[src/rtl/pc_pkg.sv]
// Shared constants, width helpers and the next-PC source encoding for the
// program counter unit and its return-address stack.
package pc_pkg;

    localparam logic [31:0] RESET_VEC_DEF = 32'h0000_0000;
    localparam logic [31:0] TRAP_VEC_DEF  = 32'h0000_0080;

    function automatic int ras_ptr_w(input int depth);
        return $clog2(depth);
    endfunction

    function automatic int ras_cnt_w(input int depth);
        return $clog2(depth) + 1;
    endfunction

    typedef enum logic [2:0] {
        SRC_TRAP,
        SRC_HOLD,
        SRC_REDIR,
        SRC_CALLRET,
        SRC_CALL,
        SRC_RET,
        SRC_RET_EMPTY,
        SRC_SEQ
    } pc_src_e;

endpackage

[src/rtl/pc_unit_if.sv]
// Control/status bundle between the branch/decode logic (master) and the PC unit (slave).
interface pc_unit_if #(
    parameter int AW        = 32,
    parameter int RAS_DEPTH = 4
);
    import pc_pkg::*;

    // hit acts as the accept qualifier: redirect/call/ret only take effect on an
    // edge where hit=1, otherwise the master must keep presenting them. trap does not wait.
    logic                                hit;
    logic                                redirect;
    logic [AW-1:0]                       redirect_target;
    logic                                call;
    logic [AW-1:0]                       call_target;
    logic                                ret;
    logic                                trap;
    logic [AW-1:0]                       address;
    logic [ras_cnt_w(RAS_DEPTH)-1:0]     ras_count;
    logic                                ras_overflow;
    logic                                ras_underflow;

    modport master (
        output hit, redirect, redirect_target, call, call_target, ret, trap,
        input  address, ras_count, ras_overflow, ras_underflow
    );

    modport slave (
        input  hit, redirect, redirect_target, call, call_target, ret, trap,
        output address, ras_count, ras_overflow, ras_underflow
    );

endinterface

[src/rtl/pc_ras.sv]
// Circular return-address stack: top-of-stack pointer plus count; a push on a
// full stack overwrites the oldest entry and sets a sticky overflow flag.
module pc_ras
    import pc_pkg::*;
#(
    parameter int AW    = 32,
    parameter int DEPTH = 4
) (
    input  logic                        clk,
    input  logic                        rst_n,
    input  logic                        push_i,
    input  logic                        pop_i,
    input  logic                        replace_i,
    input  logic [AW-1:0]               data_i,
    output logic [AW-1:0]               top_o,
    output logic [ras_cnt_w(DEPTH)-1:0] count_o,
    output logic                        overflow_o,
    output logic                        empty_o
);
    localparam int PW = ras_ptr_w(DEPTH);
    localparam int CW = ras_cnt_w(DEPTH);

    logic [AW-1:0] mem_q [DEPTH];
    logic [PW-1:0] ptr_q, ptr_d;
    logic [CW-1:0] count_q, count_d;
    logic          ovf_q, ovf_d;
    logic          full;

    assign full = (count_q == CW'(DEPTH));

    always_comb begin
        ptr_d   = ptr_q;
        count_d = count_q;
        ovf_d   = ovf_q;
        if (push_i) begin
            ptr_d = ptr_q + PW'(1);
            if (full) ovf_d   = 1'b1;
            else      count_d = count_q + CW'(1);
        end else if (pop_i && (count_q != '0)) begin
            ptr_d   = ptr_q - PW'(1);
            count_d = count_q - CW'(1);
        end
    end

    always_ff @(posedge clk or negedge rst_n) begin
        if (!rst_n) begin
            ptr_q   <= '0;
            count_q <= '0;
            ovf_q   <= 1'b0;
        end else begin
            ptr_q   <= ptr_d;
            count_q <= count_d;
            ovf_q   <= ovf_d;
        end
    end

    // Entry storage needs no reset: its contents are meaningless while count is zero.
    always_ff @(posedge clk) begin
        if (push_i)         mem_q[ptr_d] <= data_i;
        else if (replace_i) mem_q[ptr_q] <= data_i;
    end

    assign top_o      = mem_q[ptr_q];
    assign count_o    = count_q;
    assign overflow_o = ovf_q;
    assign empty_o    = (count_q == '0);

endmodule

[src/rtl/pc_unit.sv]
// Program counter: prioritised next-PC selection (trap, hold, redirect, call/ret,
// sequential), the registered fetch address and the RAS underflow pulse.
module pc_unit
    import pc_pkg::*;
#(
    parameter int            AW        = 32,
    parameter int            INC       = 4,
    parameter logic [AW-1:0] RESET_VEC = AW'(RESET_VEC_DEF),
    parameter logic [AW-1:0] TRAP_VEC  = AW'(TRAP_VEC_DEF),
    parameter int            RAS_DEPTH = 4
) (
    input  logic      clk,
    input  logic      rst_n,
    pc_unit_if.slave  pc_if
);
    localparam int CW = ras_cnt_w(RAS_DEPTH);

    logic [AW-1:0] addr_q, addr_d;
    logic          unf_q;
    logic [AW-1:0] seq_pc;
    logic [AW-1:0] ras_top;
    logic [CW-1:0] ras_count;
    logic          ras_ovf;
    logic          ras_empty;
    pc_src_e       src;

    assign seq_pc = addr_q + AW'(INC);

    // A combined call+ret on an empty stack degrades to a plain call.
    always_comb begin
        src = SRC_SEQ;
        if (pc_if.trap)                                   src = SRC_TRAP;
        else if (!pc_if.hit)                              src = SRC_HOLD;
        else if (pc_if.redirect)                          src = SRC_REDIR;
        else if (pc_if.call && pc_if.ret && !ras_empty)   src = SRC_CALLRET;
        else if (pc_if.call)                              src = SRC_CALL;
        else if (pc_if.ret && !ras_empty)                 src = SRC_RET;
        else if (pc_if.ret)                               src = SRC_RET_EMPTY;
    end

    always_comb begin
        addr_d = seq_pc;
        case (src)
            SRC_TRAP:      addr_d = TRAP_VEC;
            SRC_HOLD:      addr_d = addr_q;
            SRC_REDIR:     addr_d = pc_if.redirect_target;
            SRC_CALLRET:   addr_d = pc_if.call_target;
            SRC_CALL:      addr_d = pc_if.call_target;
            SRC_RET:       addr_d = ras_top;
            SRC_RET_EMPTY: addr_d = TRAP_VEC;
            default:       addr_d = seq_pc;
        endcase
    end

    always_ff @(posedge clk or negedge rst_n) begin
        if (!rst_n) begin
            addr_q <= RESET_VEC;
            unf_q  <= 1'b0;
        end else begin
            addr_q <= addr_d;
            unf_q  <= (src == SRC_RET_EMPTY);
        end
    end

    pc_ras #(
        .AW    (AW),
        .DEPTH (RAS_DEPTH)
    ) u_ras (
        .clk        (clk),
        .rst_n      (rst_n),
        .push_i     (src == SRC_CALL),
        .pop_i      (src == SRC_RET),
        .replace_i  (src == SRC_CALLRET),
        .data_i     (seq_pc),
        .top_o      (ras_top),
        .count_o    (ras_count),
        .overflow_o (ras_ovf),
        .empty_o    (ras_empty)
    );

    assign pc_if.address       = addr_q;
    assign pc_if.ras_count     = ras_count;
    assign pc_if.ras_overflow  = ras_ovf;
    assign pc_if.ras_underflow = unf_q;

endmodule

[src/flat_wrapper.sv]
// flat-port wrapper written by rule: the top's interface ports become plain ports
module pc_unit_flat import pc_pkg::*;
#(
    parameter int            AW        = 32,
    parameter int            INC       = 4,
    parameter logic [AW-1:0] RESET_VEC = AW'(RESET_VEC_DEF),
    parameter logic [AW-1:0] TRAP_VEC  = AW'(TRAP_VEC_DEF),
    parameter int            RAS_DEPTH = 4
)
  (clk, rst_n, pc_if_hit, pc_if_redirect, pc_if_redirect_target, pc_if_call, pc_if_call_target, pc_if_ret, pc_if_trap, pc_if_address, pc_if_ras_count, pc_if_ras_overflow, pc_if_ras_underflow);
  pc_unit_if #(.AW(AW), .RAS_DEPTH(RAS_DEPTH)) pc_if_i ();
  input  logic clk;
  input  logic rst_n;
  input wire logic [$bits(pc_if_i.hit)-1:0] pc_if_hit;
  input wire logic [$bits(pc_if_i.redirect)-1:0] pc_if_redirect;
  input wire logic [$bits(pc_if_i.redirect_target)-1:0] pc_if_redirect_target;
  input wire logic [$bits(pc_if_i.call)-1:0] pc_if_call;
  input wire logic [$bits(pc_if_i.call_target)-1:0] pc_if_call_target;
  input wire logic [$bits(pc_if_i.ret)-1:0] pc_if_ret;
  input wire logic [$bits(pc_if_i.trap)-1:0] pc_if_trap;
  output wire logic [$bits(pc_if_i.address)-1:0] pc_if_address;
  output wire logic [$bits(pc_if_i.ras_count)-1:0] pc_if_ras_count;
  output wire logic [$bits(pc_if_i.ras_overflow)-1:0] pc_if_ras_overflow;
  output wire logic [$bits(pc_if_i.ras_underflow)-1:0] pc_if_ras_underflow;
  assign pc_if_i.hit = pc_if_hit;
  assign pc_if_i.redirect = pc_if_redirect;
  assign pc_if_i.redirect_target = pc_if_redirect_target;
  assign pc_if_i.call = pc_if_call;
  assign pc_if_i.call_target = pc_if_call_target;
  assign pc_if_i.ret = pc_if_ret;
  assign pc_if_i.trap = pc_if_trap;
  assign pc_if_address = pc_if_i.address;
  assign pc_if_ras_count = pc_if_i.ras_count;
  assign pc_if_ras_overflow = pc_if_i.ras_overflow;
  assign pc_if_ras_underflow = pc_if_i.ras_underflow;
  pc_unit #(.AW(AW), .INC(INC), .RESET_VEC(RESET_VEC), .TRAP_VEC(TRAP_VEC), .RAS_DEPTH(RAS_DEPTH)) u_core (.clk(clk), .rst_n(rst_n), .pc_if(pc_if_i));
endmodule
[config.mk]
export PLATFORM = sky130hd
export DESIGN_NAME = pc_unit_flat
export DESIGN_NICKNAME = d
export VERILOG_FILES = /design/src/rtl/pc_pkg.sv /design/src/rtl/pc_unit_if.sv /design/src/rtl/pc_ras.sv /design/src/rtl/pc_unit.sv /design/src/flat_wrapper.sv
export SDC_FILE = /design/constraint.sdc
export NUM_CORES = 1
export LEC_CHECK = 0
export ABC_AREA = 1
export CORE_MARGIN = 4
export CORE_UTILIZATION = 45
export DETAILED_ROUTE_END_ITERATION = 8
export GPL_ROUTABILITY_DRIVEN = 1
export PLACE_DENSITY = 0.67
export SLEW_MARGIN = 20
export SYNTH_ARGS = -nofsm -noshare
export SYNTH_HDL_FRONTEND = slang
export SYNTH_HIERARCHICAL = 1
export SYNTH_SLANG_ARGS = --single-unit
[constraint.sdc]
create_clock -name clk -period 4.7 [get_ports clk]
set_input_delay 0.47 -clock clk [delete_from_list [all_inputs] [get_ports clk]]
set_output_delay 0.47 -clock clk [all_outputs]
set_load 0.03 [all_outputs]
==> results of run 1 <==
[metrics by stage]
stage	setup WS, ns	hold slack, ns	total power [mW]	area (µm²)	util, %
floorplan	0.983	0.174	2.81	8330	-
global placement	1.40	0.451	3.28	9530	52.7
detailed placement	1.27	0.465	3.29	9530	52.7
CTS	1.55	0.265	5.00	10300	56.7
global route	1.25	0.0935	5.21	10300	56.8
finish	1.53	0.0543	4.99	10300	56.8
[cell families after synthesis]
family                     Yosys count  synth area share [%]
and+or+nand+nor                    522                  29.5
AOI/OAI and AO/OA                   42                  3.68
adders and majority gates            2                 0.391
DFF                                167                  57.9
buffers and inverters              102                  5.90
xor gates and xnor gates            25                  2.63
[worst min-delay path by stage]
stage                                         end  cells past startpoint
after CTS                 u_core/u_ras/count_o[2]                      1
after global placement    u_core/u_ras/overflow_o                      2
final                     u_core/u_ras/count_o[2]                      1
after detailed placement  u_core/u_ras/overflow_o                      2
after global routing      u_core/pc_if.address[1]                      1
after floorplan           u_core/pc_if.address[0]                      0
[layout make-up]
type                       count  area share [%]
clock buffer                  19            4.41
clock inverter                13            2.64
inverter                      65            2.38
multi-input combinational    591            29.6
sequential                   167            47.0
tap                          229            2.79
timing repair buffer         118            11.2
[critical path, stage by stage, from the launching register on]
cell and delay [ns]:
sky130_fd_sc_hd__dfrtp_1 0.44, sky130_fd_sc_hd__nor2_2 0.16, sky130_fd_sc_hd__nand2_2 0.09, sky130_fd_sc_hd__inv_1 0.12
sky130_fd_sc_hd__inv_1 0.07, sky130_fd_sc_hd__nand3_1 0.11, sky130_fd_sc_hd__nand3_1 0.10, sky130_fd_sc_hd__nor2_2 0.16
sky130_fd_sc_hd__nand2_1 0.09, sky130_fd_sc_hd__inv_2 0.33, sky130_fd_sc_hd__nand2_2 0.16, sky130_fd_sc_hd__nand2_1 0.11
sky130_fd_sc_hd__nand2_1 0.07, sky130_fd_sc_hd__nand3_1 0.09, sky130_fd_sc_hd__nand3_1 0.12, sky130_fd_sc_hd__nor2_2 0.10
sky130_fd_sc_hd__buf_4 0.46
[metal layers]
metal	wire, µm	vias to the layer above	share of wire [%]	global-route usage, %
met2	10900	265	48	37.3
met1	10000	3150	44	30.3
met4	450	0	2.0	7.43
met5	0	-	0	0
li1	-	3097	-	-
met3	1420	32	6.2	4.13
[registers in the layout, summed over array words and instances (netlist names)]
signal and cells:
u_core/pc_if.address 32, u_core/u_ras/overflow_o 1, u_core/u_ras/ptr_q 2, u_core/pc_if.ras_underflow 1, u_core/u_ras/count_o 3, u_core/u_ras/mem_q 128
[power by group through the flow]
stage | clock (mW) | sequential [mW] | combinational, mW
floorplan | 0 | 2.00 | 0.815
global placement | 0 | 1.95 | 1.33
detailed placement | 0 | 1.95 | 1.34
CTS | 1.72 | 1.92 | 1.35
global route | 1.78 | 1.94 | 1.48
finish | 1.70 | 1.92 | 1.36
[cell usage after synthesis, types with 2 or more instances]
| cell type | instances | area share (%) |
|---|---|---|
| sky130_fd_sc_hd__nand2_4 | 2 | 0.27 |
| sky130_fd_sc_hd__nor2_1 | 90 | 4.1 |
| sky130_fd_sc_hd__clkbuf_1 | 7 | 0.32 |
| sky130_fd_sc_hd__nor2_4 | 3 | 0.41 |
| sky130_fd_sc_hd__a21oi_1 | 3 | 0.18 |
| sky130_fd_sc_hd__a22oi_1 | 31 | 2.8 |
| sky130_fd_sc_hd__nand3b_1 | 3 | 0.27 |
| sky130_fd_sc_hd__nor3_1 | 13 | 0.78 |
| sky130_fd_sc_hd__buf_4 | 9 | 0.81 |
| sky130_fd_sc_hd__nand2_2 | 26 | 2.0 |
| sky130_fd_sc_hd__nor2_2 | 4 | 0.30 |
| sky130_fd_sc_hd__edfxtp_1 | 128 | 46 |
| sky130_fd_sc_hd__dfrtp_1 | 39 | 12 |
| sky130_fd_sc_hd__buf_6 | 3 | 0.41 |
| sky130_fd_sc_hd__buf_2 | 16 | 0.96 |
| sky130_fd_sc_hd__nand3_1 | 128 | 7.7 |
| sky130_fd_sc_hd__buf_12 | 2 | 0.48 |
| sky130_fd_sc_hd__nand4_1 | 9 | 0.68 |
| sky130_fd_sc_hd__xnor2_1 | 8 | 0.84 |
| sky130_fd_sc_hd__xor2_1 | 17 | 1.8 |
| sky130_fd_sc_hd__inv_2 | 10 | 0.45 |
| sky130_fd_sc_hd__nand2_1 | 217 | 9.8 |
| sky130_fd_sc_hd__a21boi_0 | 4 | 0.36 |
| sky130_fd_sc_hd__inv_1 | 54 | 2.4 |
| sky130_fd_sc_hd__nand3_2 | 24 | 2.9 |
==> out/qor.yml, run 1 <==
run_status:
  status: "complete, no violations"
cts:
  path_clk_slew_ns: 0.06
  cts.htree.levels: 4
  tritoncts: "done"
  sink_count: 167
  clockBufferDepth: 2
  post_cts.repair.setup_buffers: 0
  ctsResizeCount: 0
  cts-root-buf: "sky130_fd_sc_hd__clkbuf_16"
  cts-hold-fix-buffers: 0
  clock_latency_on_the_worst_skew_pair_ns: 0.43
  cts_buffers: 17
place:
  gp_routability_congestion: 0.890
  dp.cells: 1170
  place.detailed.hpwl_um: 14700
  portBuffers: 107
final_layout:
  final-seq-area_mm2: 0.00482
  diodes: 0
  layout.cells.most_common_list: "217 x sky130_fd_sc_hd__nand2_1, 128 x sky130_fd_sc_hd__nand3_1, 128 x sky130_fd_sc_hd__edfxtp_1, 106 x sky130_fd_sc_hd__clkdlybuf4s50_1, 85 x sky130_fd_sc_hd__nor2_1"
  drive_above_1_share_pct: 12.5
  final_common_cell: "sky130_fd_sc_hd__nand2_1"
  final_nets: 1033
  finish.cell_count_without_fillers: 1202
  area_growth_pct: 23.3
  combined_area_of_the_multi_input_logic_cells_mm2: 0.00304
  fill_count: 1574
drt:
  avgRoutedWirePerCell_um: 18.9
  first_pass_iteration_count_of_the_detailed_router: 5
  detail_route.drc_violations: 0
  via_total_after_detailed_routing: 6544
  postRouteAntennaNets: 0
  drtIter0Drc: 564
  vias_per_cell: 5.44
  drt_wl_total_um: 22800
global_route:
  grt_pass1_vias: 6379
  track_usage_pct: 22.6
  grt_antenna_before_repair: 0
  global_route.overflow_total: 0
  grt_max_degree: 51
  grt_pass1_wl_um: 35300
setup_path:
  arrival_ns: 3.24
  timing.critical_path.to_type: "flop"
  timing.reg2reg.setup_slack_ns: 1.53
  critPathCapture: "u_core/u_ras/mem_q[3][25]"
  cp_max_fo: 32
  r2r_cells: 16
  timing_worst_setup_path_type: "flop to flop"
  worstSetupStartpoint: "u_core/u_ras/count_o[0]"
  worst-endpoint-required_ns: 4.77
  critical_path.reg2reg.endpoint: "u_core/u_ras/mem_q[3][25]"
  reg2reg_from: "u_core/u_ras/count_o[0]"
  startpoint_class_of_the_critical_path: "flop"
power_and_ir_drop:
  sequentialPowerShare_pct: 38.6
  ir_worst_vdd_v: 0.000281
  share_of_power_burned_in_the_clock_network_pct: 34.2
  power.share.combinational_pct: 27.2
  design_internal_power_mw: 3.34
  switching_share_pct: 32.9
  p_switching_mw: 1.64
  leakage_nw: 4.17
  pwr_density_cell_mw_per_mm2: 486
die:
  die-width_um: 144
  die_height_um: 144
  floorplan.initialDensity_pct: 46.0
  std_cell_rows: 49
  die_area_mm2: 0.0207
  io_pins: 108
  core_area_mm2: 0.0181
sta:
  max_slew_margin_pct: 52.7
  setup_viol: 0
  finalHoldViolations: 0
  fin_crit_sh_pct: 67.4
  fmaxAchievable_ghz: 0.316
  final.setup_skew_ns: 0.00985
  finalCriticalPeriod_ns: 3.17
  timing.final.max_slew_violations: 0
  rsz0062_at_grt: "false"
  worstMarginPinSlew_ns: 0.709
  totalNegativeSetupSlack_ns: 0
yosys:
  yosys_most_used_dff: "sky130_fd_sc_hd__edfxtp_1"
  synth_warn: 6
  number_of_enable_flip_flop_cells_after_synthesis: 128
  fraction_of_synthesis_flops_using_an_asynchronous_set_or_reset_pin_pct: 23.4
  ys_seq_area_share_pct: 57.9
  yosys_register_bits: 167
  synth_cell_type_count: 35
  netlist_area_mm2: 0.00833
  syn_area_per_cell_um2: 9.68
  syn_nets: 933
  syn_inst: 860
run:
  maxCapViolCount: 0
hold_path:
  worst_hold_path_type: "input port to asynchronous set/reset pin"
(Power assumes the default switching activity.)
==> run 2: changes to the inputs <==
--- a/config.mk
+++ b/config.mk
@@ -10,7 +10,7 @@
 export CORE_UTILIZATION = 45
 export DETAILED_ROUTE_END_ITERATION = 8
 export GPL_ROUTABILITY_DRIVEN = 1
-export PLACE_DENSITY = 0.67
+export PLACE_DENSITY = 0.7
 export SLEW_MARGIN = 20
 export SYNTH_ARGS = -nofsm -noshare
 export SYNTH_HDL_FRONTEND = slang
==> constraint.sdc (replaced) <==
create_clock -name clk -period 2.9 [get_ports clk]
set_input_delay 0.29 -clock clk [delete_from_list [all_inputs] [get_ports clk]]
set_output_delay 0.29 -clock clk [all_outputs]
set_load 0.03 [all_outputs]
==> run 2 against run 1 <==
Net effect:
- sequential power increased by 61%
- routed wire length decreased by 2.4%
- cell area increased by 0.90%
- largest cell class unchanged
- largest power group unchanged
==> out/qor.yml, run 2 (same netlist as run 1, synthesis figures left out) <==
final_layout:
  final_nets: 1044  # was 1033
  diodes: 0  # unchanged
  drive_above_1_share_pct: 13.6  # was 12.5%
  max_flop_register: "u_core/u_ras/mem_q"  # unchanged
  layout.cells.most_common_list: "217 x sky130_fd_sc_hd__nand2_1, 128 x sky130_fd_sc_hd__edfxtp_1, 126 x sky130_fd_sc_hd__nand3_1, 106 x sky130_fd_sc_hd__clkdlybuf4s50_1, 85 x sky130_fd_sc_hd__nor2_1"  # was 217 x sky130_fd_sc_hd__nand2_1, 128 x sky130_fd_sc_hd__nand3_1, 128 x sky130_fd_sc_hd__edfxtp_1, 106 x sky130_fd_sc_hd__clkdlybuf4s50_1, 85 x sky130_fd_sc_hd__nor2_1
  largest_register_ffs: 128  # unchanged
  fill_count: 1529  # was 1574
  final_common_cell: "sky130_fd_sc_hd__nand2_1"  # unchanged
  area_growth_pct: 24.4  # was 23.3%
drt:
  first_pass_iteration_count_of_the_detailed_router: 5  # unchanged
  vias_per_cell: 5.39  # was 5.44
  postRouteAntennaNets: 0  # unchanged
  avgRoutedWirePerCell_um: 18.3  # was 18.9 µm
  via_total_after_detailed_routing: 6537  # was 6544
  drtIter0Drc: 549  # was 564
  detail_route.drc_violations: 0  # unchanged
  drt_wl_total_um: 22200  # was 22800 µm
hold_path:
  worst_hold_path_type: "input port to asynchronous set/reset pin"  # unchanged
cts:
  tritoncts: "done"  # unchanged
  clock_latency_on_the_worst_skew_pair_ns: 0.43  # about the same
  cts.htree.levels: 4  # unchanged
  cts-root-buf: "sky130_fd_sc_hd__clkbuf_16"  # unchanged
  post_cts.repair.setup_buffers: 0  # unchanged
  cts_buffers: 17  # unchanged
  path_clk_slew_ns: 0.06  # about the same
  sink_count: 167  # unchanged
  clockBufferDepth: 2  # unchanged
sta:
  fin_crit_sh_pct: 93.0  # was 67.4%
  finalHoldViolations: 0  # unchanged
  worstMarginPinSlew_ns: 0.628  # was 0.709 ns
  rsz0062_at_grt: "false"  # unchanged
  max_slew_margin_pct: 58.1  # was 52.7%
  fmaxAchievable_ghz: 0.371  # was 0.316 GHz
  final.setup_skew_ns: 0.00682  # was 0.00985 ns
  timing.final.max_slew_violations: 0  # unchanged
  setup_viol: 0  # unchanged
  finalCriticalPeriod_ns: 2.70  # was 3.17 ns
  totalNegativeSetupSlack_ns: 0  # unchanged
die:
  die_area_mm2: 0.0207  # unchanged
  std_cell_rows: 49  # unchanged
  floorplan.initialDensity_pct: 46.0  # unchanged
  io_pins: 108  # unchanged
  die_height_um: 144  # unchanged
  core_area_mm2: 0.0181  # unchanged
  die-width_um: 144  # unchanged
place:
  portBuffers: 107  # unchanged
  place.detailed.hpwl_um: 14800  # was 14700 µm
  gp_routability_congestion: 0.891  # was 0.890
power_and_ir_drop:
  sequentialPowerShare_pct: 41.2  # was 38.6%
  share_of_power_burned_in_the_clock_network_pct: 28.9  # was 34.2%
  switching_share_pct: 35.1  # was 32.9%
  design_internal_power_mw: 4.87  # was 3.34 mW
  p_switching_mw: 2.64  # was 1.64 mW
  report.power.total_mw: 7.51  # was 4.99 mW
  power.share.combinational_pct: 29.9  # was 27.2%
  ir_worst_vdd_v: 0.000468  # was 0.000281 V
  pwr_density_cell_mw_per_mm2: 725  # was 486 mW/mm²
  leakage_nw: 4.17  # about the same
setup_path:
  cp_max_fo: 8  # was 32
  reg2reg_from: "u_core/u_ras/count_o[0]"  # unchanged
  arrival_ns: 2.84  # was 3.24 ns
  timing.critical_path.to_type: "flop"  # unchanged
  worst-endpoint-required_ns: 3.04  # was 4.77 ns
  critical_path.reg2reg.endpoint: "u_core/u_ras/mem_q[3][16]"  # was u_core/u_ras/mem_q[3][25]
  startpoint_class_of_the_critical_path: "flop"  # unchanged
  r2r_cells: 14  # was 16
  timing_worst_setup_path_type: "flop to flop"  # unchanged
  timing.reg2reg.setup_slack_ns: 0.20  # was 1.53 ns
global_route:
  grt_max_degree: 40  # was 51
  global_route.usage.met1_pct: 27.9  # was 30.3%
  track_usage_pct: 21.4  # was 22.6%
  grt_antenna_before_repair: 0  # unchanged
  grt.met3_usage_pct: 4.50  # was 4.13%
  global_route.overflow_total: 0  # unchanged
  globalRouteMet2Util_pct: 36.4  # was 37.3%
  grt_pass1_wl_um: 33900  # was 35300 µm
  grt_pass1_vias: 6352  # was 6379
  gr-max-usage-layer: "met2"  # unchanged
run_status:
  status: "complete, no violations"  # unchanged
run:
  maxCapViolCount: 0  # unchanged
## run 2: cell count changes in the layout (fill, tap and decap cells not counted), sizes merged
| cell | before | now |
|---|---|---|
| buf | 12 | 19 |
| bufinv | 8 | 2 |
| clkinv | 4 | 8 |
| clkinvlp | 1 | 4 |
| clkbuf | 19 | 21 |
| dlygate4sd3 | 0 | 1 |
## run 2: worst max-delay path: stages, from the launching register on
cell and delay, ns:
sky130_fd_sc_hd__dfrtp_2 0.44, sky130_fd_sc_hd__nor2_2 0.15, sky130_fd_sc_hd__nand2_2 0.10, sky130_fd_sc_hd__inv_2 0.09, sky130_fd_sc_hd__inv_1 0.05, sky130_fd_sc_hd__a21oi_1 0.27
sky130_fd_sc_hd__nor2_4 0.08, sky130_fd_sc_hd__nand2_2 0.13, sky130_fd_sc_hd__inv_4 0.07, sky130_fd_sc_hd__nor2_2 0.19, sky130_fd_sc_hd__inv_1 0.11, sky130_fd_sc_hd__nand3_1 0.11
sky130_fd_sc_hd__nand3_2 0.13, sky130_fd_sc_hd__nor2_4 0.26, sky130_fd_sc_hd__clkbuf_16 0.22
## run 2: area by class of cell
cell class              count  area, µm²  area share, %
clock buffers              18        429           4.14
clock inverters            14        134           1.29
inverters                  65        246           2.38
multi-input cells         591       3060           29.6
flip-flops and latches    167       4820           46.6
well taps                 229        287           2.77
repair buffers            129       1380           13.3
## run 2: metal layers
| metal | share of wire, % | wire (µm) | vias to the layer above |
|---|---|---|---|
| li1 | - | - | 3126 |
| met1 | 44 | 9760 | 3149 |
| met2 | 49 | 10900 | 232 |
| met3 | 5.4 | 1200 | 30 |
| met4 | 1.6 | 355 | 0 |
| met5 | 0 | 0 | - |
## run 2: what timing repair did
action | in CTS | in global routing
hold buffers | 0 | 1
endpoints found under the hold margin | 0 | 39
resized for setup | 0 | 9
setup endpoints to repair | 0 | 129
## run 2: worst max path at each step
stage,startpoint,to,slack (ns),cells past startpoint
6_report,u_core/u_ras/count_o[0],u_core/u_ras/mem_q[3][16],0.20,14
5_1_grt,u_core/u_ras/count_o[0],u_core/u_ras/mem_q[3][16],0.00003,16
4_1_cts,u_core/u_ras/count_o[0],u_core/u_ras/mem_q[3][12],0.02,16
3_5_place_dp,pc_if_trap,u_core/u_ras/mem_q[3][20],-0.01,13
3_3_place_gp,pc_if_trap,u_core/u_ras/mem_q[3][20],0.07,13
2_1_floorplan,u_core/u_ras/count_o[1],u_core/u_ras/mem_q[0][0],-0.26,16
## run 2: power groups by stage
stage | clock network (mW) | logic, mW | registers [mW]
after global routing | 2.32 | 2.44 | 3.12
after global placement | 0 | 2.17 | 3.14
final | 2.18 | 2.25 | 3.09
after detailed placement | 0 | 2.20 | 3.14
after CTS | 2.20 | 2.21 | 3.09
after floorplan | 0 | 1.33 | 3.23
## run 2: per-stage QoR
step,cell area (µm²),hold WS [ns],setup slack (ns),instances,utilization [%]
final,10400,0.417,0.202,1213,57.3
after global routing,10400,0.450,0.0000342,1213,57.3
after CTS,10200,0.0908,0.0181,1209,56.6
after detailed placement,9680,0.450,-0.0118,1177,53.5
after global placement,9680,0.446,0.0654,1177,53.5
after floorplan,8350,-0.00559,-0.265,860,-
==> run 3: changes to the inputs <==
--- a/config.mk
+++ b/config.mk
@@ -8,6 +8,7 @@
 export ABC_AREA = 1
 export CORE_MARGIN = 4
 export CORE_UTILIZATION = 45
+export CTS_CLUSTER_DIAMETER = 100
 export DETAILED_ROUTE_END_ITERATION = 8
 export GPL_ROUTABILITY_DRIVEN = 1
 export PLACE_DENSITY = 0.7
==> results of run 3 <==
No change in the layout: final DEF, timing and power equal those of run 2.
